### src/rtl/digit_editor_pkg.sv
// Shared widths and helpers for the digit editor.
// Digits are 4-bit fields; the selector is 3 bits so up to 8 digits can be addressed.
package digit_editor_pkg;

    localparam int DIGIT_W = 4;
    localparam int SEL_W   = 3;

    // Counter width for values 0..value-1, never narrower than one bit.
    function automatic int clog2(input int value);
        int r;
        r = 0;
        while ((1 << r) < value) r++;
        return (r < 1) ? 1 : r;
    endfunction

    function automatic logic [DIGIT_W-1:0] wrap_inc(input logic [DIGIT_W-1:0] d, input int radix);
        return (int'(d) == radix - 1) ? '0 : d + 1'b1;
    endfunction

    function automatic logic [DIGIT_W-1:0] wrap_dec(input logic [DIGIT_W-1:0] d, input int radix);
        return (d == '0) ? DIGIT_W'(radix - 1) : d - 1'b1;
    endfunction

endpackage

### src/rtl/digit_editor_button.sv
// Push-button front end: 2-flop sync, debounce, press edge and optional hold auto-repeat.
// Raw edge to pulse is 2 + DB_CYCLES + 1 cycles; a button held through reset must be released before it can fire.
module button_event
    import digit_editor_pkg::*;
#(
    parameter int DB_CYCLES    = 50000,
    parameter int REPEAT_DELAY = 25000000,
    parameter int REPEAT_RATE  = 5000000,
    parameter bit REPEAT_EN    = 1'b1
) (
    input  logic clk,
    input  logic nRst,
    input  logic btn_n,
    output logic pulse
);

    localparam int DB_W   = clog2(DB_CYCLES);
    localparam int RP_MAX = (REPEAT_DELAY > REPEAT_RATE) ? REPEAT_DELAY : REPEAT_RATE;
    localparam int RP_W   = clog2(RP_MAX);

    logic            sync1, sync2;
    logic            vld1, vld2;
    logic            armed;
    logic            level, level_d;
    logic [DB_W-1:0] db_cnt;
    logic            rep_act, rep_first;
    logic [RP_W-1:0] rep_cnt;
    logic [RP_W-1:0] rep_tgt;
    logic            press;

    // armed only after the synchroniser has seen a genuine released level
    assign press   = level_d & ~level & armed;
    assign rep_tgt = rep_first ? RP_W'(REPEAT_DELAY - 1) : RP_W'(REPEAT_RATE - 1);

    always_ff @(posedge clk) begin
        if (!nRst) begin
            sync1     <= 1'b1;
            sync2     <= 1'b1;
            vld1      <= 1'b0;
            vld2      <= 1'b0;
            armed     <= 1'b0;
            level     <= 1'b1;
            level_d   <= 1'b1;
            db_cnt    <= '0;
            rep_act   <= 1'b0;
            rep_first <= 1'b0;
            rep_cnt   <= '0;
            pulse     <= 1'b0;
        end else begin
            sync1   <= btn_n;
            sync2   <= sync1;
            vld1    <= 1'b1;
            vld2    <= vld1;
            armed   <= armed | (vld2 & sync2);
            level_d <= level;

            if (sync2 == level) begin
                db_cnt <= '0;
            end else if (db_cnt == DB_W'(DB_CYCLES - 1)) begin
                level  <= sync2;
                db_cnt <= '0;
            end else begin
                db_cnt <= db_cnt + 1'b1;
            end

            pulse <= 1'b0;
            if (press) begin
                pulse     <= 1'b1;
                rep_act   <= REPEAT_EN;
                rep_first <= 1'b1;
                rep_cnt   <= '0;
            end else if (level || !rep_act) begin
                rep_act <= 1'b0;
                rep_cnt <= '0;
            end else if (rep_cnt == rep_tgt) begin
                pulse     <= 1'b1;
                rep_first <= 1'b0;
                rep_cnt   <= '0;
            end else begin
                rep_cnt <= rep_cnt + 1'b1;
            end
        end
    end

endmodule

### src/rtl/digit_editor.sv
// Multi-digit value editor: inc/dec/nxt buttons edit NUM_DIGITS digits, independently or as a counter.
// Button pulse to updated digits/sel/blank_mask is one registered cycle.
module digit_editor
    import digit_editor_pkg::*;
#(
    parameter int NUM_DIGITS   = 4,
    parameter int RADIX        = 10,
    parameter int DB_CYCLES    = 50000,
    parameter int REPEAT_DELAY = 25000000,
    parameter int REPEAT_RATE  = 5000000,
    parameter int BLINK_HALF   = 12500000
) (
    input  logic                            clk,
    input  logic                            nRst,
    input  logic                            inc_n,
    input  logic                            dec_n,
    input  logic                            nxt_n,
    input  logic                            carry_en,
    input  logic                            load_en,
    input  logic [DIGIT_W*NUM_DIGITS-1:0]   load_val,
    output logic [DIGIT_W*NUM_DIGITS-1:0]   digits,
    output logic [SEL_W-1:0]                sel,
    output logic [NUM_DIGITS-1:0]           blank_mask,
    output logic                            ovf
);

    localparam int BL_W = clog2(BLINK_HALF);

    logic inc_p, dec_p, nxt_p;
    logic inc_ev, dec_ev, nxt_ev, accept;

    logic [DIGIT_W*NUM_DIGITS-1:0] digits_nx;
    logic [SEL_W-1:0]              sel_nx;
    logic [NUM_DIGITS-1:0]         mask_nx;
    logic                          ovf_nx;
    logic [BL_W-1:0]               blink_cnt, blink_cnt_nx;
    logic                          blink_off, blink_off_nx;
    logic                          carry, active;
    logic [DIGIT_W-1:0]            cur;

    button_event #(.DB_CYCLES(DB_CYCLES), .REPEAT_DELAY(REPEAT_DELAY), .REPEAT_RATE(REPEAT_RATE), .REPEAT_EN(1'b1))
        u_inc (.clk(clk), .nRst(nRst), .btn_n(inc_n), .pulse(inc_p));
    button_event #(.DB_CYCLES(DB_CYCLES), .REPEAT_DELAY(REPEAT_DELAY), .REPEAT_RATE(REPEAT_RATE), .REPEAT_EN(1'b1))
        u_dec (.clk(clk), .nRst(nRst), .btn_n(dec_n), .pulse(dec_p));
    button_event #(.DB_CYCLES(DB_CYCLES), .REPEAT_DELAY(REPEAT_DELAY), .REPEAT_RATE(REPEAT_RATE), .REPEAT_EN(1'b0))
        u_nxt (.clk(clk), .nRst(nRst), .btn_n(nxt_n), .pulse(nxt_p));

    // load overrides everything; simultaneous inc and dec cancel each other
    assign inc_ev = inc_p & ~dec_p & ~load_en;
    assign dec_ev = dec_p & ~inc_p & ~load_en;
    assign nxt_ev = nxt_p & ~load_en;
    assign accept = inc_ev | dec_ev | nxt_ev;

    always_comb begin
        digits_nx = digits;
        sel_nx    = sel;
        ovf_nx    = 1'b0;
        carry     = 1'b0;
        active    = 1'b0;
        cur       = '0;
        if (load_en) begin
            for (int i = 0; i < NUM_DIGITS; i++) begin
                cur = load_val[i*DIGIT_W +: DIGIT_W];
                digits_nx[i*DIGIT_W +: DIGIT_W] = (int'(cur) >= RADIX) ? '0 : cur;
            end
        end else begin
            // ripple from the selected digit upward; only counter mode lets carry travel
            for (int i = 0; i < NUM_DIGITS; i++) begin
                cur    = digits[i*DIGIT_W +: DIGIT_W];
                active = (sel == SEL_W'(i)) ? (inc_ev | dec_ev) : (carry & carry_en);
                if (active && inc_ev) begin
                    digits_nx[i*DIGIT_W +: DIGIT_W] = wrap_inc(cur, RADIX);
                    carry = (int'(cur) == RADIX - 1);
                end else if (active) begin
                    digits_nx[i*DIGIT_W +: DIGIT_W] = wrap_dec(cur, RADIX);
                    carry = (cur == '0);
                end else begin
                    carry = 1'b0;
                end
            end
            ovf_nx = carry & carry_en;
            if (nxt_ev) begin
                sel_nx = (sel == SEL_W'(NUM_DIGITS - 1)) ? '0 : sel + 1'b1;
            end
        end
    end

    always_comb begin
        blink_cnt_nx = blink_cnt + 1'b1;
        blink_off_nx = blink_off;
        mask_nx      = '0;
        if (accept) begin
            blink_cnt_nx = '0;
            blink_off_nx = 1'b0;
        end else if (blink_cnt == BL_W'(BLINK_HALF - 1)) begin
            blink_cnt_nx = '0;
            blink_off_nx = ~blink_off;
        end
        for (int i = 0; i < NUM_DIGITS; i++) begin
            mask_nx[i] = blink_off_nx & (sel_nx == SEL_W'(i));
        end
    end

    always_ff @(posedge clk) begin
        if (!nRst) begin
            digits     <= '0;
            sel        <= '0;
            blank_mask <= '0;
            ovf        <= 1'b0;
            blink_cnt  <= '0;
            blink_off  <= 1'b0;
        end else begin
            digits     <= digits_nx;
            sel        <= sel_nx;
            blank_mask <= mask_nx;
            ovf        <= ovf_nx;
            blink_cnt  <= blink_cnt_nx;
            blink_off  <= blink_off_nx;
        end
    end

endmodule

### config.mk
export PLATFORM = sky130hd
export DESIGN_NAME = digit_editor
export DESIGN_NICKNAME = d
export VERILOG_FILES = /design/src/rtl/digit_editor_pkg.sv /design/src/rtl/digit_editor_button.sv /design/src/rtl/digit_editor.sv
export SDC_FILE = /design/constraint.sdc
export NUM_CORES = 1
export LEC_CHECK = 0
export BUFFER_PORTS_ARGS = -buffer_cell sky130_fd_sc_hd__buf_2
export CAP_MARGIN = 10
export CORE_MARGIN = 10
export CORE_UTILIZATION = 40
export CTS_BUF_LIST = sky130_fd_sc_hd__clkbuf_4 sky130_fd_sc_hd__clkbuf_8
export DETAILED_ROUTE_END_ITERATION = 16
export PLACE_DENSITY = 0.57
export SLEW_MARGIN = 20
export SYNTH_ARGS = -nofsm -noshare
export SYNTH_HDL_FRONTEND = slang
export SYNTH_SLANG_ARGS = --single-unit
### constraint.sdc
create_clock -name clk -period 6.18 [get_ports clk]
set_clock_uncertainty 0.15 [all_clocks]
set_input_delay 0.309 -clock clk [delete_from_list [all_inputs] [get_ports clk]]
set_output_delay 0.309 -clock clk [all_outputs]
set_load 0.05 [all_outputs]
# Yosys cells after proc, flatten, opt, wreduce, memory -nomap -nowiden
# Index checks and enable logic that the tools add are counted.
# word_totals
out_inout_bits	24
regBits	171
# classes
n_mux	62
eq_ne	21
n_lt_le_gt_ge	4
add_sub_neg	15
bitwise_logic	38
reduce_logical	34
# ops
op	count
$mux W4	20
$add A25 B1 Y25 const B	2
$eq A25 B25 Y1	2
$mux W25	2
$add A16 B1 Y16 const B	3
$eq A16 B16 Y1 const B	3
$mux W1	36
$add A24 B1 Y24 const B	1
$eq A24 B24 Y1 const B	1
$and A1 B1 Y1	22
$add A4 B1 Y4 const B	4
$eq A4 B4 Y1 const B	4
$ge A4 B4 Y1 const B	4
$logic_not A4 Y1	4
$mux W16	1
$sub A4 B1 Y4 const B	4
$eq A3 B2 Y1 const B	4
$reduce_bool A3 Y1	4
$reduce_or A3 Y1	4
$not A1 Y1	11
$reduce_and A2 Y1	5
$mux W3	3
$reduce_bool A2 Y1	4
$reduce_or A4 Y1	2
10 further kinds	24

# Depth between registers and ports, before layout
# depth
word_depth	24
depth_mapped	10
ltp_nobuf	9

# Hierarchy
# A second synthesis with hierarchy kept.
# hier_totals
hier_cells	994
area_unflattened_um2	8620.8
# modules_own_cells
module	area_per_inst_um2	n_inst	seq_area_each_um2	cells_per_inst
button_event at u_dec ...	2264.7	2	1021.0	250
digit_editor	3146.8	1	980.9	396
button_event at u_nxt	944.7	1	480.5	98

# Worst setup path before layout
# Ideal clock, no wire load.
# synth_path
path_type	flip-flop to flip-flop
startpoint	register sel[0]
endpoint	register digits[5]
required_time_ps	5914
period_less_slack_ps	2795
path_slack_ps	3385
t_arrival_ps	2529
setup_ps	116
path_stages_with_launch	11
path_cell_list	dfxtp_1 -> inv_1 -> ha_1 -> nor3b_4 -> nand2_1 -> o32ai_1 -> or2_1 -> buf_4 -> and2b_1 -> mux2_1 -> o211a_1
# synth_via
elab_chain_len	10
elab_cells_between_ends	13
classes_between	eq/ne (1); mux (7); bitwise (1); reduce/logical (4)
# synth_rtl
element	line_no	text
start: declaration	digit_editor.sv:22	output logic [SEL_W-1:0] sel,
start signal: assignment	digit_editor.sv:114	sel <= sel_nx;
$logic_not A3 Y1	digit_editor.sv:70	active = (sel == SEL_W'(i)) ? (inc_ev | dec_ev) : (carry & carry_en);
$mux W1	digit_editor.sv:70	
$mux W1 / $logic_and A1 B1 Y1 (equally long branches)	digit_editor.sv:74, digit_editor.sv:71	
$mux W1	digit_editor.sv:71	if (active && inc_ev) begin
$mux W1	digit_editor.sv:61	if (load_en) begin
$and A1 B1 Y1	digit_editor.sv:70	
$mux W1 *	digit_editor.sv:70	
$logic_and A1 B1 Y1	digit_editor.sv:71	
$mux W4	digit_editor.sv:71	
$mux W16	digit_editor.sv:61	
end signal: assignment	digit_editor.sv:113	digits <= digits_nx;
end: declaration	digit_editor.sv:21	output logic [DIGIT_W*NUM_DIGITS-1:0] digits,
# Every way passes the cells marked *; elsewhere a longest branch is shown, timed or not. The select of a mux whose other input is x is not followed.
# A chain may end at the register's enable or synchronous reset.

# Worst setup path in the final report
# Same ends and word-level chain as after synthesis.

==> results.ini <==
[clock_network]
cts-buffers-inserted = 17
clock_sinks = 171
clock_latency_ns = 0.45
clockRootBuffer = clkbuf_8
cts_tree = yes
htreeDepth = 4
clockBufferDepth = 2
clk_pin_slew_ns = 0.09
cts_setup_buffers = 0

[finish]
final_nets = 1027
nFillCells = 2037
drive_gt1_share_pct = 9.43
area_delta_synth_final_pct = 10.2
fin_area_sq_um = 8830
instances_no_fill = 1273

[yosys]
synth_edf_count = 0
synth-seq-cells = 171
synth.cell_area_sq_um = 8010
ys_types = 69
yosysWarnings = 0
synth_cells = 959
yosysSeqAreaShare_pct = 42.7
ys_async_sr_fraction_pct = 0
syn_nets = 992
synth_ff_type = dfxtp_1
postSynthAreaPerCell_sq_um = 8.35

[route]
initialDrtViolationCount = 248
dr.pass1.iters = 4
vias_per_cell = 4.97
wl_met3_microns = 563
met1Wirelength_microns = 7820
top_layer = met4
routed_wirelength_microns = 16300
drc = 0
ant_nets = 0
wl_met2_microns = 7640
num_vias = 6322
avgRoutedWirePerCell_microns = 12.8

[placed_design]
dp_cells = 1234
portBuffers = 46
gp_congestion = 0.803
hpwl_microns = 11400
post_dp_cell_area_sq_um = 8390

[pwr]
ir_worst_vdd_mv = 0.112
p_total_mw = 1.99
power_density_nw_per_um2 = 226
p_leak_nw = 3.12

[worst_setup_path]
worst-path-buf-inv = 1
crit_chain = inv_1 -> ha_1 -> nor3b_4 -> nand2_1 -> o32ai_1 -> or2_1 -> and2b_1 -> mux2_1 -> o211a_1
critPathArrivalTime_ns = 2.93
worst-setup-path-type = flop to flop
crit_path_end = digits[5]
worstSetupEndpointType = flop
crit_fanout = 7
startpoint_type = flop
crit_cells = 9
crit_family = simple AND/OR/NAND/NOR gates
rrSetupSlack_ns = 3.47
r2r-end = digits[5]
r2r_start = sel[0]
max_stage_delay_ns = 0.45
cp_slowest_cell = o32ai_1
r2r_cells = 9
crit_path_start = sel[0]
cp.required_ns = 6.39

[floorplan]
rows = 51
die_h_microns = 162
ios = 47
start_util_pct = 40.9
die_area_sq_um = 26100
die_x_microns = 162
coreArea_sq_um = 19600

[sta]
setup_viol = 0
rsz0062_at_grt = false
worst-slew-pin-transition_ns = 0.857
slew_violations = 0
period_needed_ns = 2.71
hold_violations = 0
layout_worst_path_cycle_share_pct = 43.9
fmax_mhz = 368
relSlewSlack_pct = 42.9
tns_ns = 0
whs_ns = 0.0395

[grt]
overflow = 0
grt_pass1_wl_microns = 27900
grt_pass1_vias = 5973
grt_start_max_net_pins = 47
grtUsageTotal_pct = 12.6
antenna_found_initial = 1

[worst_hold_path]
worstHoldPathType = primary input to flop

[status]
status = finished clean

[flow_run]
maxCapViolCount = 0

==> sequential cells by signal, summed over array words and instances, names as in the netlist, 3 cells and up <==
| register | flops |
|---|---|
| u_dec.rep_cnt | 25 |
| digits | 16 |
| u_inc.db_cnt | 16 |
| blank_mask | 4 |
| u_inc.rep_cnt | 25 |
| sel | 3 |
| u_nxt.db_cnt | 16 |
| blink_cnt | 24 |
| u_dec.db_cnt | 16 |
==> worst min-delay path by stage <==
| stage | from | end | cells past startpoint |
|---|---|---|---|
| 6_report | carry_en | ovf | 3 |
| 5_1_grt | load_val[4] | digits[4] | 4 |
| 4_1_cts | carry_en | ovf | 3 |
| 3_5_place_dp | u_inc.sync1 | u_inc.sync2 | 1 |
| 3_3_place_gp | u_inc.sync1 | u_inc.sync2 | 1 |
| 2_1_floorplan | nRst | u_inc.vld1 | 0 |
==> area by class of cell <==
| cell class | count | area, sq um | share of cell area [%] |
|---|---|---|---|
| diodes | 1 | 2.50 | 0.0283 |
| clock inverters | 12 | 115 | 1.30 |
| multi-input cells | 723 | 4290 | 48.5 |
| inverters | 27 | 101 | 1.15 |
| clock buffers | 20 | 263 | 2.98 |
| repair buffers | 54 | 305 | 3.46 |
| well taps | 265 | 332 | 3.76 |
| flip-flops and latches | 171 | 3420 | 38.8 |
==> through the flow <==
| stage | util, % | worst slack [ns] |
|---|---|---|
| after floorplan | - | 3.39 |
| after global placement | 42.8 | 3.35 |
| after detailed placement | 42.8 | 3.30 |
| after CTS | 45.0 | 3.44 |
| after global routing | 45.0 | 3.23 |
| final | 45.1 | 3.47 |
==> logic make-up (layout without fill, tap and decap cells) <==
kind of cell / count (synthesis) / after routing / share of synthesized area [%]
fa+ha+maj: 10 / 10 / 1.56
flops: 171 / 171 / 42.7
simple gates: 487 / 487 / 29.7
other cells: 0 / 1 / 0
mux: 8 / 8 / 1.09
xor+xnor: 120 / 120 / 13.1
buf+inv: 65 / 113 / 3.76
compound gates: 98 / 98 / 8.03
==> layout by cell type (no fill, tap or decap), types with 5 or more instances in the layout <==
cell type | synthesis | routed
nand4_1 | 31 | 31
and3_1 | 26 | 26
nand2b_1 | 15 | 15
nor2b_1 | 10 | 10
nor4_1 | 10 | 10
mux2i_1 | 5 | 5
a31oi_1 | 5 | 5
buf_2 | 7 | 46
and2_1 | 8 | 8
xor2_1 | 74 | 74
inv_1 | 26 | 26
nor4b_1 | 6 | 6
nand2_1 | 88 | 88
or2_2 | 6 | 6
a21oi_1 | 22 | 22
and4_1 | 5 | 5
nand3_1 | 57 | 57
dlygate4sd3_1 | 0 | 6
clkbuf_8 | 0 | 18
dfxtp_1 | 171 | 171
xnor2_1 | 46 | 46
ha_1 | 10 | 10
o21ai_0 | 31 | 31
nor2_1 | 171 | 171
nor3_1 | 23 | 23
or3_1 | 9 | 9
==> power by group <==
part           switching [mW]  internal (mW)
Sequential             0.0186           1.11
Combinational          0.0612         0.0376
Clock                   0.420          0.341
Total                   0.500           1.49
==> Yosys cell counts (3+ instances only) <==
library cell	number	area, sq um
dfxtp_1	171	3420
nor2_1	171	642
nand2_1	88	330
xor2_1	74	648
nand3_1	57	285
xnor2_1	46	403
nand4_1	31	194
o21ai_0	31	155
and3_1	26	163
inv_1	26	97.6
nor3_1	23	115
a21oi_1	22	110
clkbuf_1	21	78.8
nand2b_1	15	93.8
ha_1	10	125
nor2b_1	10	62.6
nor4_1	10	62.6
or3_1	9	56.3
and2_1	8	50.1
buf_2	7	35.0
nor4b_1	6	52.6
or2_2	6	37.5
a31oi_1	5	31.3
and4_1	5	43.8
buf_4	5	37.5
mux2i_1	5	50.1
a21boi_0	4	30.0
buf_6	4	45.0
nand3b_1	3	22.5
nand4b_1	3	26.3
nor3b_1	3	22.5
o211ai_1	3	22.5
o311ai_0	3	26.3
==> worst reg2reg max path, delay by kind of cell (launching register included) <==
family | cells | cell delay, ns
mux | 1 | 0.31
buf+inv | 1 | 0.12
simple gates | 4 | 0.88
compound gates | 2 | 0.65
fa+ha+maj | 1 | 0.15
flops | 1 | 0.38
==> metal layers <==
metal | vias up | GRT usage [%]
met5 | - | 0
met4 | 0 | 3.85
met3 | 20 | 3.51
met2 | 55 | 20.6
met1 | 2916 | 15.7
li1 | 3331 | -
==> timing repair <==
action                                 CTS  global route
endpoints found under the hold margin    5             0
resized for setup                        0             0
hold buffers                             6             0
Power figures use the tool's default switching activity.
